### config.mk
export PLATFORM = sky130hd
export DESIGN_NAME = me_result_serializer
export DESIGN_NICKNAME = d
export VERILOG_FILES = /design/src/rtl/me_result_serializer.sv
export SDC_FILE = /design/constraint.sdc
export NUM_CORES = 1
export LEC_CHECK = 0
export CORE_MARGIN = 1
export CORE_UTILIZATION = 25
export DETAILED_ROUTE_END_ITERATION = 10
export PLACE_DENSITY_LB_ADDON = 0.3
export SLEW_MARGIN = 20
export SYNTH_ARGS = -nofsm -noshare
export SYNTH_HDL_FRONTEND = slang
export SYNTH_SLANG_ARGS = --single-unit
### constraint.sdc
create_clock -name clk -period 2.6 [get_ports clk]
set_input_delay 0.65 -clock clk [delete_from_list [all_inputs] [get_ports clk]]
set_output_delay 0.65 -clock clk [all_outputs]
set_load 0.05 [all_outputs]
### src/rtl/me_result_serializer.sv
// Motion-estimation result serializer: one-entry hold buffer feeding a framed serial line.
// Optional ME_SER_PARITY_EN inserts an even-parity bit between the data and STOP bits.
module me_result_serializer #(
  parameter int MV_WIDTH  = 6,
  parameter int SAD_WIDTH = 16,
  parameter int CLK_DIV   = 4
) (
  input  logic                 clk,
  input  logic                 rst,
  input  logic                 init,
  input  logic                 res_valid,
  output logic                 res_ready,
  input  logic [MV_WIDTH-1:0]  mv_x,
  input  logic [MV_WIDTH-1:0]  mv_y,
  input  logic [SAD_WIDTH-1:0] sad,
  output logic                 serial_out,
  output logic                 busy
);
  localparam int N  = 2*MV_WIDTH + SAD_WIDTH;
  localparam int BW = $clog2(N);
  localparam logic [7:0]    DIV_LAST = 8'(CLK_DIV - 1);
  localparam logic [BW-1:0] BIT_LAST = BW'(N - 1);

  localparam logic [2:0] S_IDLE   = 3'd0;
  localparam logic [2:0] S_START  = 3'd1;
  localparam logic [2:0] S_DATA   = 3'd2;
`ifdef ME_SER_PARITY_EN
  localparam logic [2:0] S_PARITY = 3'd3;
`endif
  localparam logic [2:0] S_STOP   = 3'd4;

  logic [2:0]    state;
  logic [7:0]    div_cnt;
  logic [BW-1:0] bit_cnt;
  logic [N-1:0]  shreg, hold_reg;
  logic          hold_full;
`ifdef ME_SER_PARITY_EN
  logic          parity_q;
`endif

  logic accept, bit_end, load;
  assign accept  = res_valid & res_ready;
  assign bit_end = (div_cnt == DIV_LAST);
  // Hold register drains into the shifter from IDLE or straight out of STOP (no idle gap).
  assign load    = hold_full & ((state == S_IDLE) | ((state == S_STOP) & bit_end));

  always_ff @(posedge clk) begin
    if (rst) begin
      state      <= S_IDLE;
      serial_out <= 1'b0;
      busy       <= 1'b0;
      res_ready  <= 1'b1;
      hold_full  <= 1'b0;
      hold_reg   <= '0;
      div_cnt    <= '0;
      bit_cnt    <= '0;
      shreg      <= '0;
`ifdef ME_SER_PARITY_EN
      parity_q   <= 1'b0;
`endif
    end else if (init) begin
      state      <= S_IDLE;
      serial_out <= 1'b0;
      busy       <= 1'b0;
      res_ready  <= 1'b1;
      hold_full  <= 1'b0;
      div_cnt    <= '0;
    end else begin
      if (accept) begin
        hold_reg  <= {mv_x, mv_y, sad};
        hold_full <= 1'b1;
        res_ready <= 1'b0;
      end
      if (load) begin
        shreg     <= hold_reg;
        hold_full <= 1'b0;
        res_ready <= 1'b1;
`ifdef ME_SER_PARITY_EN
        parity_q  <= ^hold_reg;
`endif
      end

      div_cnt <= bit_end ? 8'd0 : div_cnt + 8'd1;
      case (state)
        S_IDLE: begin
          div_cnt <= '0;
          if (hold_full) begin
            state      <= S_START;
            serial_out <= 1'b1;
            busy       <= 1'b1;
          end
        end
        S_START: if (bit_end) begin
          state      <= S_DATA;
          bit_cnt    <= '0;
          serial_out <= shreg[N-1];
          shreg      <= shreg << 1;
        end
        S_DATA: if (bit_end) begin
          if (bit_cnt == BIT_LAST) begin
`ifdef ME_SER_PARITY_EN
            state      <= S_PARITY;
            serial_out <= parity_q;
`else
            state      <= S_STOP;
            serial_out <= 1'b0;
`endif
          end else begin
            bit_cnt    <= bit_cnt + 1'b1;
            serial_out <= shreg[N-1];
            shreg      <= shreg << 1;
          end
        end
`ifdef ME_SER_PARITY_EN
        S_PARITY: if (bit_end) begin
          state      <= S_STOP;
          serial_out <= 1'b0;
        end
`endif
        S_STOP: if (bit_end) begin
          state      <= hold_full ? S_START : S_IDLE;
          serial_out <= hold_full;
          busy       <= hold_full;
        end
        default: begin
          state      <= S_IDLE;
          serial_out <= 1'b0;
          busy       <= 1'b0;
        end
      endcase
    end
  end
endmodule
[Word level (Yosys, flattened, before mapping)]
Index checks and enable logic that the tools add are counted.
Word-level totals
  memory bits (writable): 0
  input port bits: 32
  memories: 0
  register bits after elaboration: 76
  output and inout bits: 3
  bits in latches: 0
  word-level logic and storage cells: 62
  memory bits (read-only): 0
Cells by class
  $mul: 0
  shifts and indexed selects: 0
  magnitude comparators: 0
  div/mod/pow operators: 0
  reduce and logical (&&, ||, !) cells: 11
  $add $sub $neg: 2
  bitwise operators: 6
  equality and inequality tests: 11
  mux-type cells: 23
Operators with widths (count)
  $mux W28: 4
  $pmux W28 S2: 1
  $mux W3: 5
  $mux W5: 3
  $ne A2 B2 Y1 const B: 6
  $pmux W3 S4: 1
  $pmux W5 S2: 1
  $reduce_and A5 Y1: 2
  $add A8 B1 Y8 const B: 1
  $eq A8 B2 Y1 const B: 1
  $mux W1: 6
  $add A5 B1 Y5 const B: 1
  $eq A5 B5 Y1 const B: 1
  $pmux W1 S4: 1
  $reduce_and A4 Y1: 1
  $reduce_or A2 Y1: 2
  $reduce_or A4 Y1: 1
  $and A1 B1 Y1: 3
  $eq A3 B1 Y1 const B: 1
  $eq A3 B2 Y1 const B: 1
  $eq A3 B3 Y1 const B: 1
  $logic_not A3 Y1: 1
  $pmux W1 S3: 1
  $reduce_and A3 Y1: 1
  5 further kinds: 6

[Depth between registers and ports, before layout]
Gate-level depths: netlist of run 1.
  depth in word-level cells: 8
  mapped depth: 9
  depth with buffers taken out: 6

[Least setup slack after synthesis of run 1]
No wires, ideal clock.
  path type: flip-flop to flip-flop
  start: register div_cnt[0]
  end: register shreg[19]
  cell stages (with the launch flop): 10
  period minus slack after synthesis: 1967 ps
  data arrival time: 1839 ps
  buffers on the path: 3
  required time: 2472 ps
  library setup time: 128 ps
  path slack: 633 ps
  cells stage by stage: dfxtp_1 -> ha_1 -> nor3b_1 -> nand2_2 -> buf_6 -> a21o_1 -> buf_2 -> buf_4 -> mux2i_1 -> o21ai_0
On the way
  word-level cells in the longest chain between the ends: 8
  elaborated cells between the ends (all ways): 9
  classes of those cells: eq/ne: 1; mux: 5; bitwise: 3
RTL lines
  start, declared: RTL line 33  | logic [7:0] div_cnt;
  start signal, assigned: RTL line 83  | div_cnt <= bit_end ? 8'd0 : div_cnt + 8'd1;
  $eq A8 B2 Y1 (*): RTL line 43  | assign bit_end = (div_cnt == DIV_LAST);
  $and A1 B1 Y1: RTL line 45  | assign load = hold_full & ((state == S_IDLE) | ((state == S_STOP) & bit_end));
  $or A1 B1 Y1: RTL line 45
  $and A1 B1 Y1: RTL line 45
  $mux W28: RTL line 74  | if (load) begin
  $mux W28: RTL line 100  | if (bit_cnt == BIT_LAST) begin
  $mux W28: RTL line 99  | S_DATA: if (bit_end) begin
  $pmux W28 S2 (*): RTL line 84  | case (state)
  end signal, assigned: RTL line 75  | shreg <= hold_reg;
  end signal, assigned: RTL line 97  | shreg <= shreg << 1;
  end signal, assigned: RTL line 111  | shreg <= shreg << 1;
  end, declared: RTL line 35  | logic [N-1:0] shreg, hold_reg;
Every way passes the cells marked *; elsewhere a longest branch is shown, timed or not.
A chain may end at the register's enable or synchronous reset.

[Worst setup path in the final report of run 1]
  start: register div_cnt[0]
  end: register shreg[1]
The elaborated chain is that of the path after synthesis.

==> metrics.md, run 1 <==
| Metric | Value |
|---|---|
| RSZ-0062 raised after global routing | false |
| CTS tree | yes |
| Vias | 2672 |
| Maxcap violations | 0 |
| Grt met1 use | 0.138 |
| Pwr dens | 614 nW/um2 |
| Mean post-synth cell area | 8.73 um2 |
| Worst-Skew Late Latency | 0.33 ns |
| Setup violators final | 0 |
| Core ar. | 12700 um2 |
| Post-synth EDFFs | 0 |
| Placed instance count | 566 |
| H-tree levels | 3 |
| Cells after Synth | 374 |
| Gr ovfl total | 0 |
| Most numerous cell in the Yosys netlist | dfxtp_1 |
| GR met3 Demand/Resource | 0.0249 |
| Cell taking the most area after synthesis | dfxtp_1 |
| Crit-path max cell delay | 0.42 ns |
| Rel. slew slack | 0.367 |
| WL final | 7030 um |
| Met2 Resource Use GR | 0.185 |
| Syn nets | 408 |
| Largest net degree at the start of global routing | 40 |
| Endpoint arrival time on the critical path | 2.44 ns |
| DRC errors left | 0 |
| #FFs+latches synth | 76 |
| Main synth FF type | dfxtp_1 |
| Hold-fix buffers, CTS | 0 |
| Post-Syn Area | 3270 um2 |
| First-pass GRT wire length | 11900 um |
| Synth top area cells | dfxtp_1 47%, mux2i_1 8.3%, nand2_1 7.5% |
| CP max FO | 26 |
| Tcrit/Tclk final | 0.855 |
| Total track usage | 0.113 |
| Area delta synth->final | 24.7% |
| Initial DRC count | 156 |
| RePlAce Congestion | 0.742 |
| Clock sinks | 76 |
| Busiest grt layer | met2 |
| Layout cells sized above 1 | 0.0902 |
| Crit-path cells | ha_1 > nor3b_1 > nand2_2 > a21o_1 > buf_4 > nor2_1 > a211o_1 |
| Synth top area share | 0.466 |
| Fmax | 0.450 GHz |
| Worst VDD drop | 276 uV |
| CTS buffer count | 9 |
| Synth warnings | 0 |
| Post-CTS setup buffers | 0 |
| Via/cell ratio | 4.59 |
| P_leak | 1.53 nW |
| CP startpoint kind | flip-flop |
| Nets | 439 |
| Detailed Place HPWL | 4730 um |
| IO Count | 35 |
| Setup TNS | 0 ns |
| Status | completed |
| Post-detailed-route wirelength per cell | 12.1 um |
| Number of global-route vias before repair | 2593 |
| Post-route ant nets | 0 |
| Clock root buffer | clkbuf_16 |
| Worst Tran Pin Value | 0.934 ns |
| ANT cells | 0 |
| Num rows | 41 |
| Synth cell types | 48 |
| Asr flop ratio synth | 0 |
| Worst EP required | 2.82 ns |
| Top cells by count, synth | 76 x dfxtp_1, 65 x nand2_1, 36 x a21oi_1, 27 x mux2i_1, 26 x o21ai_0 |
| Post-CTS sizing | 0 |
| Crit path kind | flip-flop to flip-flop |
| Die area | 13500 um2 |
| Min-Delay Path Class | flip-flop to flip-flop |
| Slowest CP cell | buf_4 |
| Layout Skew | 0.00523 ns |
| # port buffers | 34 |
| Tmin final | 2.22 ns |
| Pre-Repair DR Iteration Count | 4 |
| Die W | 116 um |
| Fillers | 1355 |
| Worst setup EP type | flip-flop |
| Final hold vios | 0 |
| Die height | 116 um |
| Slew Viols, Final | 0 |
| Register area share after synthesis | 0.466 |
| Final non-filler cell total | 582 |
| Initial Util | 0.258 |
| Initial antenna violation count | 0 |
| Reg clk slew, reported paths | 0.06 ns |
| CTS max path bufs | 2 |
placed cells by master (no fill, tap or decap), types with 4 or more instances in the layout:
cell type / synthesis / final
dfxtp_1: 76 / 76
a21oi_1: 36 / 36
xor2_1: 4 / 4
mux2i_1: 27 / 27
inv_1: 4 / 4
buf_4: 1 / 11
nor3_1: 4 / 4
o21ai_0: 26 / 26
clkdlybuf4s50_1: 0 / 34
nor2_1: 19 / 18
a22oi_1: 25 / 25
nand2b_1: 4 / 4
nand3_1: 10 / 10
clkbuf_16: 0 / 9
nand2_1: 65 / 65
per-layer routing:
metal / part of all wire / routed length, um / up-vias
li1: - / - / 1388
met1: 0.48 / 3390 / 1234
met2: 0.46 / 3240 / 41
met3: 0.036 / 256 / 9
met4: 0.020 / 141 / 0
met5: 0 / 0 / -
path summary, 6_finish.rpt:
path	from	end	slack, ns	cells past startpoint
worst max register to register	div_cnt[0]	shreg[1]	0.38	7
worst min register to register	hold_reg[27]	hold_reg[27]	0.45	2
worst min-delay path	hold_reg[27]	hold_reg[27]	0.45	2
worst max-delay path	div_cnt[0]	shreg[1]	0.38	7
power breakdown:
group	total [W]	internal (W)	switching [W]
clock network	0.00112	0.000645	0.000473
logic	0.000178	0.0000867	0.0000916
registers	0.00121	0.00119	0.0000162
total	0.00250	0.00192	0.000581
metrics by stage:
step	setup slack, ns	power (W)	cell area [um2]	util	hold WS [ns]
5_1_grt	0.224	0.00262	4080	0.322	0.473
4_1_cts	0.356	0.00255	4080	0.322	0.457
3_5_place_dp	0.267	0.00141	3810	0.300	0.449
6_report	0.378	0.00250	4080	0.322	0.453
2_1_floorplan	0.633	0.00133	3270	-	0.426
3_3_place_gp	0.289	0.00141	3810	0.300	0.437
cell families (layout without fill, tap and decap cells):
family | count (synthesis) | in the layout | synth area share
and+or+nand+nor | 125 | 125 | 0.184
AOI/OAI and AO/OA | 108 | 108 | 0.202
DFF | 76 | 76 | 0.466
buffers and inverters | 29 | 65 | 0.0383
muxes | 28 | 28 | 0.0862
xor gates and xnor gates | 6 | 6 | 0.0161
adders and majority gates | 2 | 2 | 0.00766
final cells by class:
| class | instances | area [um2] | share of cell area |
|---|---|---|---|
| Multi-Input combinational cell | 269 | 1630 | 0.400 |
| Sequential cell | 76 | 1520 | 0.373 |
| Timing Repair Buffer | 45 | 423 | 0.104 |
| Clock buffer | 10 | 229 | 0.0562 |
| Tap cell | 172 | 215 | 0.0528 |
| Clock inverter | 6 | 40.0 | 0.00982 |
| Inverter | 4 | 15.0 | 0.00368 |
worst max-delay path, delay by kind of cell (launching register included):
family          cells  cell delay, ns
buf+inv             1            0.42
flops               1            0.33
fa+ha+maj           1            0.24
compound gates      2            0.55
simple gates        3            0.56
(Power assumes the default switching activity.)
==> run 2, diff against run 1 <==
--- a/config.mk
+++ b/config.mk
@@ -7,6 +7,7 @@
 export LEC_CHECK = 0
 export CORE_MARGIN = 1
 export CORE_UTILIZATION = 25
+export CTS_CLUSTER_DIAMETER = 100
 export DETAILED_ROUTE_END_ITERATION = 10
 export PLACE_DENSITY_LB_ADDON = 0.3
 export SLEW_MARGIN = 20
==> results of run 2 <==
No change in the layout: final DEF, timing and power equal those of run 1.
